<file path="src/rtl/uart_pkg.sv">
// Shared UART definitions: drain FSM state encoding and default widths/depths.
// Used by the transmit buffer and its storage sub-module.
package uart_pkg;

    localparam int UART_DATA_W        = 8;
    localparam int UART_TX_FIFO_DEPTH = 16;

    typedef enum logic [1:0] {
        ST_IDLE = 2'd0,
        ST_REQ  = 2'd1,
        ST_POP  = 2'd2,
        ST_CLR  = 2'd3
    } tx_state_e;

endpackage

</file>
<file path="src/rtl/uart_fifo_mem.sv">
// DEPTH x DATA_W byte storage: synchronous write, asynchronous read, no reset.
// No flow control of its own; the owner guards wr_en against overwriting live entries.
module uart_fifo_mem
    import uart_pkg::*;
#(
    parameter int DEPTH  = UART_TX_FIFO_DEPTH,
    parameter int DATA_W = UART_DATA_W
) (
    input  logic                     clk,
    input  logic                     wr_en,
    input  logic [$clog2(DEPTH)-1:0] wr_addr,
    input  logic [DATA_W-1:0]        wr_data,
    input  logic [$clog2(DEPTH)-1:0] rd_addr,
    output logic [DATA_W-1:0]        rd_data
);

    logic [DATA_W-1:0] mem [DEPTH];

    always_ff @(posedge clk) begin
        if (wr_en) begin
            mem[wr_addr] <= wr_data;
        end
    end

    assign rd_data = mem[rd_addr];

endmodule

</file>
<file path="src/rtl/uart_tx_fifo.sv">
// Circular byte buffer feeding the UART transmitter over a four-phase data_w/ack/ack_clr handshake.
// Write to first request is 2 cycles; writes to a full buffer are dropped (sticky overrun) unless a pop frees a slot that cycle.
module uart_tx_fifo
    import uart_pkg::*;
#(
    parameter int DEPTH  = UART_TX_FIFO_DEPTH,
    parameter int DATA_W = UART_DATA_W
) (
    input  logic                   i_uart_clk,
    input  logic                   i_reset_n,
    input  logic                   i_wr,
    input  logic [DATA_W-1:0]      i_wr_data,
    output logic                   o_full,
    output logic                   o_empty,
    output logic [$clog2(DEPTH):0] o_count,
    output logic                   o_overrun,
    input  logic                   i_overrun_clr,
    output logic [DATA_W-1:0]      o_tx_data,
    output logic                   o_tx_data_w,
    input  logic                   i_tx_data_ack,
    output logic                   o_tx_data_ack_clr
);

    localparam int PTR_W = $clog2(DEPTH);
    localparam int CNT_W = $clog2(DEPTH) + 1;
    localparam logic [CNT_W-1:0] FULL_CNT = CNT_W'(DEPTH);

    tx_state_e         state;
    tx_state_e         state_nxt;
    logic [PTR_W-1:0]  wr_ptr;
    logic [PTR_W-1:0]  rd_ptr;
    logic [CNT_W-1:0]  count;
    logic [CNT_W-1:0]  count_nxt;
    logic [DATA_W-1:0] rd_data;
    logic              push;
    logic              pop;
    logic              drop;
    logic              load;
    logic              tx_data_w_nxt;
    logic              ack_clr_nxt;

    // The head byte is already latched in o_tx_data before POP, so a write
    // landing on the slot being freed cannot corrupt what the transmitter holds.
    assign pop  = (state == ST_POP);
    assign push = i_wr && ((count < FULL_CNT) || pop);
    assign drop = i_wr && !push;

    always_comb begin
        count_nxt = count;
        case ({push, pop})
            2'b10:   count_nxt = count + CNT_W'(1);
            2'b01:   count_nxt = count - CNT_W'(1);
            default: count_nxt = count;
        endcase
    end

    uart_fifo_mem #(
        .DEPTH  (DEPTH),
        .DATA_W (DATA_W)
    ) u_mem (
        .clk     (i_uart_clk),
        .wr_en   (push),
        .wr_addr (wr_ptr),
        .wr_data (i_wr_data),
        .rd_addr (rd_ptr),
        .rd_data (rd_data)
    );

    always_comb begin
        state_nxt     = state;
        load          = 1'b0;
        tx_data_w_nxt = 1'b0;
        ack_clr_nxt   = 1'b0;
        case (state)
            ST_IDLE: begin
                if (!o_empty) begin
                    state_nxt = ST_REQ;
                    load      = 1'b1;
                end
            end
            ST_REQ: begin
                if (i_tx_data_ack) begin
                    state_nxt = ST_POP;
                end
            end
            ST_POP: begin
                state_nxt = ST_CLR;
            end
            ST_CLR: begin
                if (!i_tx_data_ack) begin
                    state_nxt = ST_IDLE;
                end
            end
            default: begin
                state_nxt = ST_IDLE;
            end
        endcase
        // Handshake outputs are registered from the next state so they change with it.
        tx_data_w_nxt = (state_nxt == ST_REQ);
        ack_clr_nxt   = (state_nxt == ST_POP) || (state_nxt == ST_CLR);
    end

    always_ff @(posedge i_uart_clk or negedge i_reset_n) begin
        if (!i_reset_n) begin
            state             <= ST_IDLE;
            wr_ptr            <= '0;
            rd_ptr            <= '0;
            count             <= '0;
            o_empty           <= 1'b1;
            o_full            <= 1'b0;
            o_overrun         <= 1'b0;
            o_tx_data         <= '0;
            o_tx_data_w       <= 1'b0;
            o_tx_data_ack_clr <= 1'b0;
        end else begin
            state   <= state_nxt;
            count   <= count_nxt;
            o_empty <= (count_nxt == '0);
            o_full  <= (count_nxt == FULL_CNT);
            if (push) begin
                wr_ptr <= wr_ptr + PTR_W'(1);
            end
            if (pop) begin
                rd_ptr <= rd_ptr + PTR_W'(1);
            end
            if (drop) begin
                o_overrun <= 1'b1;
            end else if (i_overrun_clr) begin
                o_overrun <= 1'b0;
            end
            if (load) begin
                o_tx_data <= rd_data;
            end
            o_tx_data_w       <= tx_data_w_nxt;
            o_tx_data_ack_clr <= ack_clr_nxt;
        end
    end

    assign o_count = count;

endmodule

</file>
<file path="config.mk">
export PLATFORM = sky130hd
export DESIGN_NAME = uart_tx_fifo
export DESIGN_NICKNAME = d
export VERILOG_FILES = /design/src/rtl/uart_pkg.sv /design/src/rtl/uart_fifo_mem.sv /design/src/rtl/uart_tx_fifo.sv
export SDC_FILE = /design/constraint.sdc
export NUM_CORES = 1
export LEC_CHECK = 0
export CORE_AREA = 4 4 115 117
export CTS_CLUSTER_SIZE = 20
export DETAILED_ROUTE_END_ITERATION = 8
export DIE_AREA = 0 0 119 121
export PLACE_DENSITY = 0.69
export SYNTH_ARGS = -nofsm -noshare
export SYNTH_HDL_FRONTEND = slang
export SYNTH_SLANG_ARGS = --single-unit
</file>
<file path="constraint.sdc">
create_clock -name i_uart_clk -period 9.9 [get_ports i_uart_clk]
set_clock_uncertainty 0.2 [all_clocks]
set_input_delay 2.475 -clock i_uart_clk [delete_from_list [all_inputs] [get_ports i_uart_clk]]
set_output_delay 2.475 -clock i_uart_clk [all_outputs]
set_load 0.03 [all_outputs]
</file>
; ---- Word level (Yosys, flattened, before mapping)
; Memory sizes are Yosys's and may differ from the RTL's. A register that Yosys moved wholly into a read port is not among the register bits.
; Index checks and enable logic that the tools add are counted.
[op_classes]
add_sub_neg = 4
order_cmp = 1
n_eq_ne = 9
mux = 11
reduce_logical = 9
[ops]
columns = cell, count
row1 = equality test 2 bit (second input constant), 5
row2 = case mux 5 bit (2 select lines), 1
row3 = adder 4 x 1 -> 4 bit (second input constant), 2
row4 = case mux 2 bit (4 select lines), 1
row5 = equality test 2 x 1 -> 1 bit (second input constant), 3
row6 = two-way mux 1 bit, 6
row7 = two-way mux 2 bit, 3
row8 = adder 5 x 1 -> 5 bit (second input constant), 1
row9 = equality test 5 bit (second input constant), 1
row10 = zero test 5 bit, 1
row11 = less-than comparator 5 bit (second input constant), 1
row12 = subtractor 5 x 1 -> 5 bit (second input constant), 1
row13 = logical AND 1 bit, 2
row14 = zero test 1 bit, 2
row15 = zero test 2 bit, 1
row16 = logical OR 1 bit, 2
row17 = nonzero test 2 bit, 1
[totals]
ff_bits = 20
mem_bits_rw = 128
input_bits = 13
output_inout_bits = 18
mem_count = 1
[mem_list]
columns = memory, words, word_bits, rd, rd_ports_with_merged_regs, write_ports, line_no
row1 = u_mem.mem, 16, 8, 1, 1, 1, uart_fifo_mem.sv:17  ; logic [DATA_W-1:0] mem [DEPTH];

; ---- Logic depth before layout (Yosys ltp)
; Gate-level depths: netlist of the first run.
[depth]
word_depth = 6
ltp_mapped = 12
ltp_nobuf = 10

; ---- Cells and area by module
; A second synthesis of the first run with hierarchy kept.
[unflattened]
hier_cells = 330
area_unflattened_um2 = 6289.8
[modules_own_cells]
columns = module, n_inst, cells_each, area_each_um2
row1 = uart_fifo_mem, 1, 221, 4987.3
row2 = uart_tx_fifo, 1, 109, 1302.5

; ---- Least setup slack after synthesis of the first run
; OpenSTA, ideal clock, no wires.
[synth_timing]
path_type = input to register
startpoint = input i_wr
endpoint = register o_empty
t_arrival_ps = 4620
required_ps = 9604
setup_slack_ps = 4984
cell_stages = 10
n_path_buf = 1
cell_sequence = a21boi_2 inv_1 ha_1 buf_2 xor2_1 ha_1 a21oi_1 mux2_2 mux2_2 nor4bb_1
[synth_between]
elab_chain_cells = 4
[synth_rtl]
columns = element, line_no
row1 = from (decl), uart_tx_fifo.sv:11  ; input logic i_wr,
row2 = logical AND 1 bit (*), uart_tx_fifo.sv:45  ; assign push = i_wr && ((count < FULL_CNT) || pop);
row3 = equality test 2 x 1 -> 1 bit or equality test 2 bit (tied branches), uart_tx_fifo.sv:50  ; case ({push, pop})
row4 = case mux 5 bit (2 select lines) (*), uart_tx_fifo.sv:50
row5 = zero test 5 bit (*), uart_tx_fifo.sv:118  ; o_empty <= (count_nxt == '0);
row6 = to (signal assigned), uart_tx_fifo.sv:118
row7 = to (decl), uart_tx_fifo.sv:14  ; output logic o_empty,
; Mark *: on every way between the ends. The rest lies on a longest branch, timed or not.
; A chain may end at the register's enable or synchronous reset.

; ---- Worst setup path after layout of the first run
[layout_timing]
startpoint = input i_wr
endpoint = register o_full
[layout_between]
elab_chain_cells = 4
[layout_rtl]
columns = element, line_no
row1 = logical AND 1 bit (*), uart_tx_fifo.sv:45
row2 = equality test 2 x 1 -> 1 bit or equality test 2 bit (tied branches), uart_tx_fifo.sv:50
row3 = case mux 5 bit (2 select lines) (*), uart_tx_fifo.sv:50
row4 = equality test 5 bit (*), uart_tx_fifo.sv:119  ; o_full <= (count_nxt == FULL_CNT);
row5 = to (signal assigned), uart_tx_fifo.sv:119
row6 = to (decl), uart_tx_fifo.sv:13  ; output logic o_full,
; Marks and branches as above.

==> impl_metrics.json, run 1 <==
{
  "tns_ns": 0,
  "synthAdderAreaFrac_pct": 1.57,
  "antenna_left": 0,
  "startpoint_type": "input pin",
  "drtIter0Drc": 254,
  "wl_per_cell_microns": 20.5,
  "antenna_found_initial": 0,
  "p_switching_uw": 720,
  "cts_made_buffers": 17,
  "synth_compound_area_share_pct": 3.73,
  "grt_usage_pct": 18.1,
  "synthArstFlopShare_pct": 17.4,
  "antennaDiodeCount": 0,
  "hold_violations": 0,
  "pwr-share-comb_pct": 31.8,
  "crit_arrival_ns": 5.37,
  "ys_seq_area_share_pct": 70.9,
  "gp_congestion": 0.763,
  "worst_pin_slew_ns": 1.12,
  "avgSynthCellArea_sq_um": 17.6,
  "port_buffers": 30,
  "period_share_pct": 53.1,
  "min_path_type": "reg2reg",
  "die_w_microns": 119,
  "ys_ff_latch": 155,
  "fp.coreArea_sq_um": 12400,
  "syn_to_final_growth_pct": 16.5,
  "drt_first_pass_iters": 6,
  "synth-simple-area-share_pct": 6.52,
  "crit_path_end_kind": "flip-flop",
  "synth_top_area_share_pct": 60.3,
  "p_int_mw": 1.50,
  "switching_share_pct": 32.4,
  "synthTopCellsByArea": "edfxtp_1 60%, dfrtp_1 10%, mux4_2 9.9%",
  "outcome": "finished clean",
  "pwr-share-seq_pct": 40.7,
  "drive_gt1_share_pct": 19.2,
  "maxSlewViolCount": 0,
  "p_leak_nw": 2.55,
  "grt_pass1_wl_mm": 19.0,
  "dp.final_hpwl_mm": 7.42,
  "rsz0062_at_grt": "no",
  "worstPathRequired_ns": 10.01,
  "synth_top_family_by_area": "multiplexers",
  "fmax_ghz": 0.190,
  "cts_tree": "built",
  "viasPerCell": 5.66,
  "synth_nets": 384,
  "cts_buffer_depth": 2,
  "netlist_instances": 363,
  "ys_warn_count": 0,
  "h-tree-depth": 4,
  "cts.repair.resized": 0,
  "ys.flop_type": "edfxtp_1",
  "clk-insertion-delay-late_ns": 0.41,
  "synth_xor_area_share_pct": 1.24,
  "die_area_sq_um": 14400,
  "drt_wl_total_mm": 12.0,
  "power_density_nw_per_um2": 299,
  "row_count": 41,
  "ios": 31,
  "die_h_microns": 121,
  "clockRootBuffer": "clkbuf_16",
  "ys_types": 46,
  "criticalPathCategory": "in2reg",
  "clk_pin_slew_ns": 0.06,
  "hold_buffers": 0,
  "grt_max_degree": 42,
  "p_clk_share_pct": 27.4,
  "grt_overflow_total": 0,
  "cts_sinks": 155,
  "drc": 0,
  "final_area_sq_um": 7420,
  "slew_headroom_pct": 25.3,
  "start_util_pct": 51.5,
  "min_period_ns": 5.26,
  "postLayoutSetupSlackWorst_ns": 4.64,
  "dp_slack_ns": 4.23,
  "synthMuxAreaShare_pct": 13.6,
  "dpl-instance-area_sq_um": 6860,
  "cts_setup_buffers": 0,
  "drv_cap": 0,
  "syn_area_sq_um": 6370,
  "ir_drop_mv": 0.138,
  "grt_pass1_vias": 3403,
  "setup_viol_count_final": 0,
  "holdWs_ns": 0.292,
  "critPathMaxFanout": 11,
  "nNetsFinal": 420,
  "synth-edff-count": 128,
  "synth_top_area_cell": "edfxtp_1",
  "via_count": 3305
}
## routing by layer
layer | routed length [microns] | up-vias | track usage [%] | part of all wire [%]
met2 | 6170 | 88 | 29.0 | 52
met1 | 5080 | 1706 | 23.9 | 42
met5 | 0 | - | 0 | 0
li1 | - | 1497 | - | -
met4 | 182 | 0 | 7.53 | 1.5
met3 | 545 | 14 | 4.24 | 4.6
## path summary, 6_finish.rpt
path	from	endpoint	slack, ns	depth (start not counted)
worst max-delay path	i_wr	o_full	4.64	10
max in group asynchronous	i_reset_n	o_empty	6.93	2
worst min register to register	o_tx_data[3]	o_tx_data[3]	0.29	1
worst min-delay path	o_tx_data[3]	o_tx_data[3]	0.29	1
min in group asynchronous	i_reset_n	o_tx_data_w	2.24	2
worst max register to register	state[0]	o_full	6.43	10
## kinds of logic (layout without fill, tap and decap cells)
group,Yosys count,count (layout)
and+or+nand+nor,77,77
xor gates and xnor gates,9,9
DFF,155,155
AOI/OAI and AO/OA,32,32
buffers and inverters,31,80
adders and majority gates,8,8
muxes,51,51
## flip-flops by register name, indices dropped and copies added (netlist names)
signal	count
o_empty	1
o_tx_data_w	1
o_tx_data_ack_clr	1
rd_ptr	4
state	1
o_full	1
u_mem.mem	128
o_count	5
o_overrun	1
o_tx_data	8
wr_ptr	4
## placed cells by master, fill, tap and decap left out, types with 3 or more instances in the layout
cell type | synthesis | layout
clkbuf_16 | 0 | 17
mux2_2 | 7 | 7
nand2_1 | 12 | 12
clkinv_2 | 0 | 3
ha_1 | 8 | 8
nor2b_1 | 3 | 3
nand2b_1 | 5 | 5
nor2_1 | 18 | 18
clkbuf_8 | 0 | 3
nor3_1 | 8 | 8
dfrtp_1 | 26 | 25
mux2i_1 | 16 | 16
nor4_2 | 0 | 4
o21ai_0 | 6 | 6
a211oi_1 | 3 | 3
nor3b_1 | 4 | 4
buf_4 | 2 | 7
inv_1 | 11 | 11
edfxtp_1 | 128 | 128
a21oi_1 | 4 | 4
xnor2_1 | 8 | 8
clkdlybuf4s50_1 | 0 | 30
a211o_1 | 6 | 6
mux4_2 | 28 | 28
and2_1 | 9 | 9
## synthesized netlist by cell type, types with 3 or more instances
library cell	number
o21ai_0	6
nor3b_1	4
nand2_1	12
nor2_1	18
nand2b_1	5
and2_1	9
mux2_2	7
ha_1	8
buf_2	9
a211oi_1	3
nor3_1	8
edfxtp_1	128
nor4_1	5
mux4_2	28
xnor2_1	8
a211o_1	6
dfrtp_1	26
mux2i_1	16
nor2b_1	3
inv_1	11
clkbuf_1	5
a21oi_1	4
## power groups by stage
stage | clock network, mW | registers [mW] | logic [mW]
after floorplan | 0 | 0.933 | 0.489
after global placement | 0 | 0.911 | 0.692
after detailed placement | 0 | 0.917 | 0.711
after CTS | 0.618 | 0.905 | 0.717
after global routing | 0.650 | 0.918 | 0.772
final | 0.610 | 0.905 | 0.707
## per-stage QoR
step / cells / utilization, % / total power [mW]
after floorplan: 363 / - / 1.42
after global placement: 552 / 55.5 / 1.60
after detailed placement: 552 / 55.5 / 1.63
after CTS: 584 / 60.0 / 2.24
after global routing: 584 / 60.0 / 2.34
final: 584 / 60.0 / 2.22
## critical path, stage by stage
cell	delay, ns
clkdlybuf4s50_1	0.47
a21boi_2	0.29
inv_1	0.23
ha_1	0.39
xor2_1	0.22
ha_1	0.23
o21ai_0	0.15
a21oi_1	0.10
or4b_1	0.51
a211oi_1	0.29
## final cells by class
cell class,instances,area (sq um)
Sequential cell,155,4520
Fill cell,925,4940
Tap cell,172,215
Inverter,11,41.3
Timing Repair Buffer,37,353
Clock buffer,22,474
Clock inverter,10,90.1
Multi-Input combinational cell,177,1730
Power figures use the tool's default switching activity.
==> run 2: changes to the inputs <==
- PLACE_DENSITY: 0.69 -> 0.71
- clock period: 9.9 -> 4.5 ns (I/O delays scaled with it)
==> impl_metrics.json, run 2 (synthesized netlist as in run 1, its figures left out) <==
{
  "port_buffers": 30,
  "cp_slowest_cell": "clkdlybuf4s50_1",
  "drc": 0,
  "worst_pin_slew_ns": 1.16,
  "clk-insertion-delay-late_ns": 0.42,
  "min_path_type": "reg2reg",
  "instances_no_fill": 590,
  "p_total_mw": 5.04,
  "power_density_nw_per_um2": 672,
  "layout_common_cells": "128 x edfxtp_1, 30 x clkdlybuf4s50_1, 28 x mux4_2",
  "drt_first_pass_iters": 4,
  "clockRootBuffer": "clkbuf_16",
  "dp.cells": 558,
  "period_share_pct": 78.9,
  "layout_commonest_cell": "edfxtp_1",
  "dp.final_hpwl_mm": 7.86,
  "ios": 31,
  "grt_max_degree": 28,
  "postLayoutSetupSlackWorst_ns": 0.950,
  "die_w_microns": 119,
  "gp_congestion": 0.805,
  "slew_headroom_pct": 22.7,
  "cts_setup_buffers": 0,
  "drt_wl_total_mm": 12.3,
  "viasPerCell": 5.63,
  "fmax_ghz": 0.282,
  "cts_buffer_depth": 2,
  "drtIter0Drc": 265,
  "antenna_found_initial": 0,
  "regMostFlops": "u_mem.mem",
  "syn_to_final_growth_pct": 17.8,
  "cts_sinks": 155,
  "criticalPathCategory": "in2reg",
  "drv_cap": 0,
  "hold_violations": 0,
  "antenna_left": 0,
  "wl_per_cell_microns": 20.8,
  "tns_ns": 0,
  "outcome": "finished clean",
  "crit_path_cell_trace": "clkdlybuf4s50_1 -> a21boi_2 -> inv_1 -> ha_1 -> xor2_1 -> ha_1 -> a21oi_1 -> mux2_2 -> mux2_2 -> nor4bb_1",
  "cts_made_buffers": 17,
  "clk_pin_slew_ns": 0.06,
  "cpPeakStageDelay_ns": 0.48,
  "cts_tree": "built",
  "crit_arrival_ns": 3.67,
  "row_count": 41,
  "die_h_microns": 121,
  "grt_pass1_wl_mm": 19.5,
  "ir_drop_mv": 0.276,
  "rsz0062_at_grt": "no",
  "grt_overflow_total": 0,
  "nNetsFinal": 426,
  "grt_usage_pct": 18.4,
  "die_area_sq_um": 14400,
  "grt_pass1_vias": 3424,
  "critPathMaxFanout": 8,
  "start_util_pct": 51.5,
  "holdWs_ns": 0.290,
  "h-tree-depth": 4,
  "min_period_ns": 3.55,
  "cts.repair.resized": 0,
  "largest_register_ff_count": 128,
  "setup_viol_count_final": 0,
  "maxSlewViolCount": 0,
  "dp_slack_ns": 0.506,
  "fp.coreArea_sq_um": 12400,
  "crit_path_end_kind": "flip-flop",
  "via_count": 3320,
  "antennaDiodeCount": 0,
  "worstPathRequired_ns": 4.62,
  "hold_buffers": 0,
  "drive_gt1_share_pct": 19.4,
  "p_leak_nw": 2.61,
  "startpoint_type": "input pin"
}
-- run 2: cell count changes in the layout (fill, tap and decap cells not counted), moves of 3 or more --
cell	before	now
buf_4	7	13
bufinv_16	1	5
clkbuf_8	3	0
nor4_1	1	5
nor4_2	4	0
-- run 2: worst paths after layout --
kind / start / end / slack, ns / cells past startpoint
setup / recovery: i_wr / o_empty / 0.95 / 10
hold / removal: o_tx_data[1] / o_tx_data[1] / 0.29 / 1
setup reg to reg: state[0] / o_empty / 1.44 / 10
hold reg to reg: o_tx_data[1] / o_tx_data[1] / 0.29 / 1
max in group asynchronous: i_reset_n / rd_ptr[0] / 2.20 / 1
min in group asynchronous: i_reset_n / o_count[3] / 1.13 / 1
-- run 2: per-layer routing --
metal,wire length [microns],GRT usage (%),vias to the layer above
met2,6340,30.9,77
li1,-,-,1510
met4,283,8.04,0
met5,0,0,-
met1,5150,23.6,1714
met3,515,3.31,19
-- run 2: per-stage QoR --
step / utilization (%) / instance area (sq um)
floorplan: - / 6370
global placement: 55.6 / 6880
detailed placement: 55.6 / 6880
CTS: 60.7 / 7510
global route: 60.7 / 7510
finish: 60.7 / 7510
-- run 2: where the power goes --
group	switching [mW]	internal [mW]	total (mW)
clock network	0.529	0.976	1.50
registers	0.300	1.78	2.08
logic	0.734	0.729	1.46
-- run 2: area by class of cell --
type	count	area (sq um)
Clock buffer	18	429
Timing Repair Buffer	43	398
Inverter	11	41.3
Multi-Input combinational cell	177	1700
Tap cell	172	215
Clock inverter	14	201
Sequential cell	155	4520
Fill cell	877	4850
-- run 2: worst max-delay path: cells and delay by family --
family / cells / cell delay, ns
AOI/OAI and AO/OA: 2 / 0.31
muxes: 2 / 0.68
buffers and inverters: 2 / 0.63
xor gates and xnor gates: 1 / 0.17
adders and majority gates: 2 / 0.47
and+or+nand+nor: 1 / 0.29
==> run 3: changes to the inputs <==
- clock period: 4.5 -> 3.15 ns (I/O delays scaled with it)
==> impl_metrics.json, run 3 (synthesized netlist as in run 1, its figures left out) <==
{
  "dp.final_hpwl_mm": 7.86,
  "ir_drop_mv": 0.439,
  "cts_tree": "built",
  "worst_pin_slew_ns": 0.622,
  "rr_worst_depth": 10,
  "r2r-end": "o_empty",
  "regMostFlops": "u_mem.mem",
  "antenna_left": 0,
  "grt_max_degree": 29,
  "antenna_found_initial": 0,
  "power_density_nw_per_um2": 954,
  "row_count": 41,
  "hold_buffers": 0,
  "antennaDiodeCount": 0,
  "slew_headroom_pct": 57.5,
  "startpoint_type": "input pin",
  "crit_start": "i_wr",
  "grt_pass1_wl_mm": 19.7,
  "drt_first_pass_iters": 4,
  "layout_commonest_cell": "edfxtp_1",
  "grt_usage_pct": 18.6,
  "h-tree-depth": 4,
  "port_buffers": 30,
  "dpl-instance-area_sq_um": 7080,
  "syn_to_final_growth_pct": 20.9,
  "wl_per_cell_microns": 20.3,
  "pwr-share-seq_pct": 38.8,
  "viasPerCell": 5.57,
  "setup_viol_count_final": 0,
  "grt_overflow_total": 0,
  "timing.rr.start": "state[0]",
  "p_clk_share_pct": 28.4,
  "pwr-share-comb_pct": 32.9,
  "clockRootBuffer": "clkbuf_16",
  "p_leak_nw": 2.72,
  "drv_cap": 0,
  "cts_made_buffers": 17,
  "r2r_setup_slack_ns": 0.18,
  "min_path_type": "reg2reg",
  "grt_pass1_vias": 3515,
  "outcome": "finished clean",
  "min_period_ns": 3.07,
  "cts_buffer_depth": 2,
  "final_area_sq_um": 7710,
  "layout_common_cells": "128 x edfxtp_1, 30 x clkdlybuf4s50_1, 28 x mux4_2",
  "fmax_ghz": 0.326,
  "period_share_pct": 97.4,
  "tns_ns": 0,
  "via_count": 3384,
  "nNetsFinal": 444,
  "cts_sinks": 155,
  "maxSlewViolCount": 0,
  "critPathCapture": "o_empty",
  "crit_arrival_ns": 3.19,
  "criticalPathCategory": "in2reg",
  "die_area_sq_um": 14400,
  "p_int_mw": 5.03,
  "crit_path_end_kind": "flip-flop",
  "switching_share_pct": 31.5,
  "clk-insertion-delay-late_ns": 0.42,
  "critPathMaxFanout": 3,
  "die_h_microns": 121,
  "rsz0062_at_grt": "no",
  "die_w_microns": 119,
  "start_util_pct": 51.5,
  "clk_pin_slew_ns": 0.06,
  "largest_register_ff_count": 128,
  "drt_wl_total_mm": 12.3,
  "worstPathRequired_ns": 3.27,
  "gp_congestion": 0.795,
  "ios": 31,
  "drtIter0Drc": 195,
  "drc": 0,
  "fp.coreArea_sq_um": 12400,
  "drive_gt1_share_pct": 23.4,
  "p_switching_mw": 2.32,
  "hold_violations": 0
}
-- run 3: timing repair --
item,in CTS,in global routing
buffers inserted,0,0
resized for setup,0,4
setup endpoints to repair,0,2
-- run 3: worst min path at each step --
stage / from / endpoint / slack (ns) / cells past startpoint
3_5_place_dp: o_tx_data[4] / o_tx_data[4] / 0.28 / 1
6_report: o_tx_data[4] / o_tx_data[4] / 0.29 / 1
5_1_grt: o_tx_data[3] / o_tx_data[3] / 0.30 / 1
3_3_place_gp: o_tx_data[2] / o_tx_data[2] / 0.27 / 1
4_1_cts: o_tx_data[4] / o_tx_data[4] / 0.29 / 1
2_1_floorplan: i_reset_n / o_count[0] / 0.29 / 0
-- run 3: per-stage QoR --
stage | power, mW | util [%] | setup WS [ns] | cells | hold WS (ns)
5_1_grt | 7.72 | 62.3 | 0.000613 | 608 | 0.301
3_3_place_gp | 5.21 | 57.3 | -0.279 | 576 | 0.270
4_1_cts | 7.38 | 62.2 | 0.0879 | 608 | 0.292
2_1_floorplan | 4.48 | - | 0.0282 | 363 | 0.292
3_5_place_dp | 5.28 | 57.3 | -0.330 | 576 | 0.279
6_report | 7.35 | 62.3 | 0.0807 | 608 | 0.288
-- run 3: critical path: stages --
cell             delay, ns
clkdlybuf4s50_1       0.48
a21boi_4              0.19
inv_2                 0.05
ha_1                  0.22
xor2_1                0.17
ha_2                  0.21
a21oi_1               0.12
mux2_2                0.36
mux2_2                0.30
nor4bb_1              0.30
-- run 3: area by class of cell --
cell class,count,area [sq um]
Fill cell,878,4660
Clock buffer,18,429
Sequential cell,155,4520
Timing Repair Buffer,61,596
Multi-Input combinational cell,177,1730
Inverter,11,41.3
Clock inverter,14,175
Tap cell,172,215
-- run 3: layer usage --
layer	GRT usage [%]	part of all wire (%)	routed length, microns	up-vias
met2	29.7	51	6240	58
li1	-	-	-	1545
met4	7.39	1.7	214	0
met5	0	0	0	-
met1	24.8	44	5450	1760
met3	4.80	3.3	406	21
-- run 3: power by group through the flow --
stage | Combinational [mW] | Clock [mW] | Sequential, mW
after floorplan | 1.54 | 0 | 2.93
after global placement | 2.34 | 0 | 2.87
after detailed placement | 2.39 | 0 | 2.89
after CTS | 2.42 | 2.12 | 2.85
after global routing | 2.62 | 2.21 | 2.89
final | 2.42 | 2.09 | 2.85
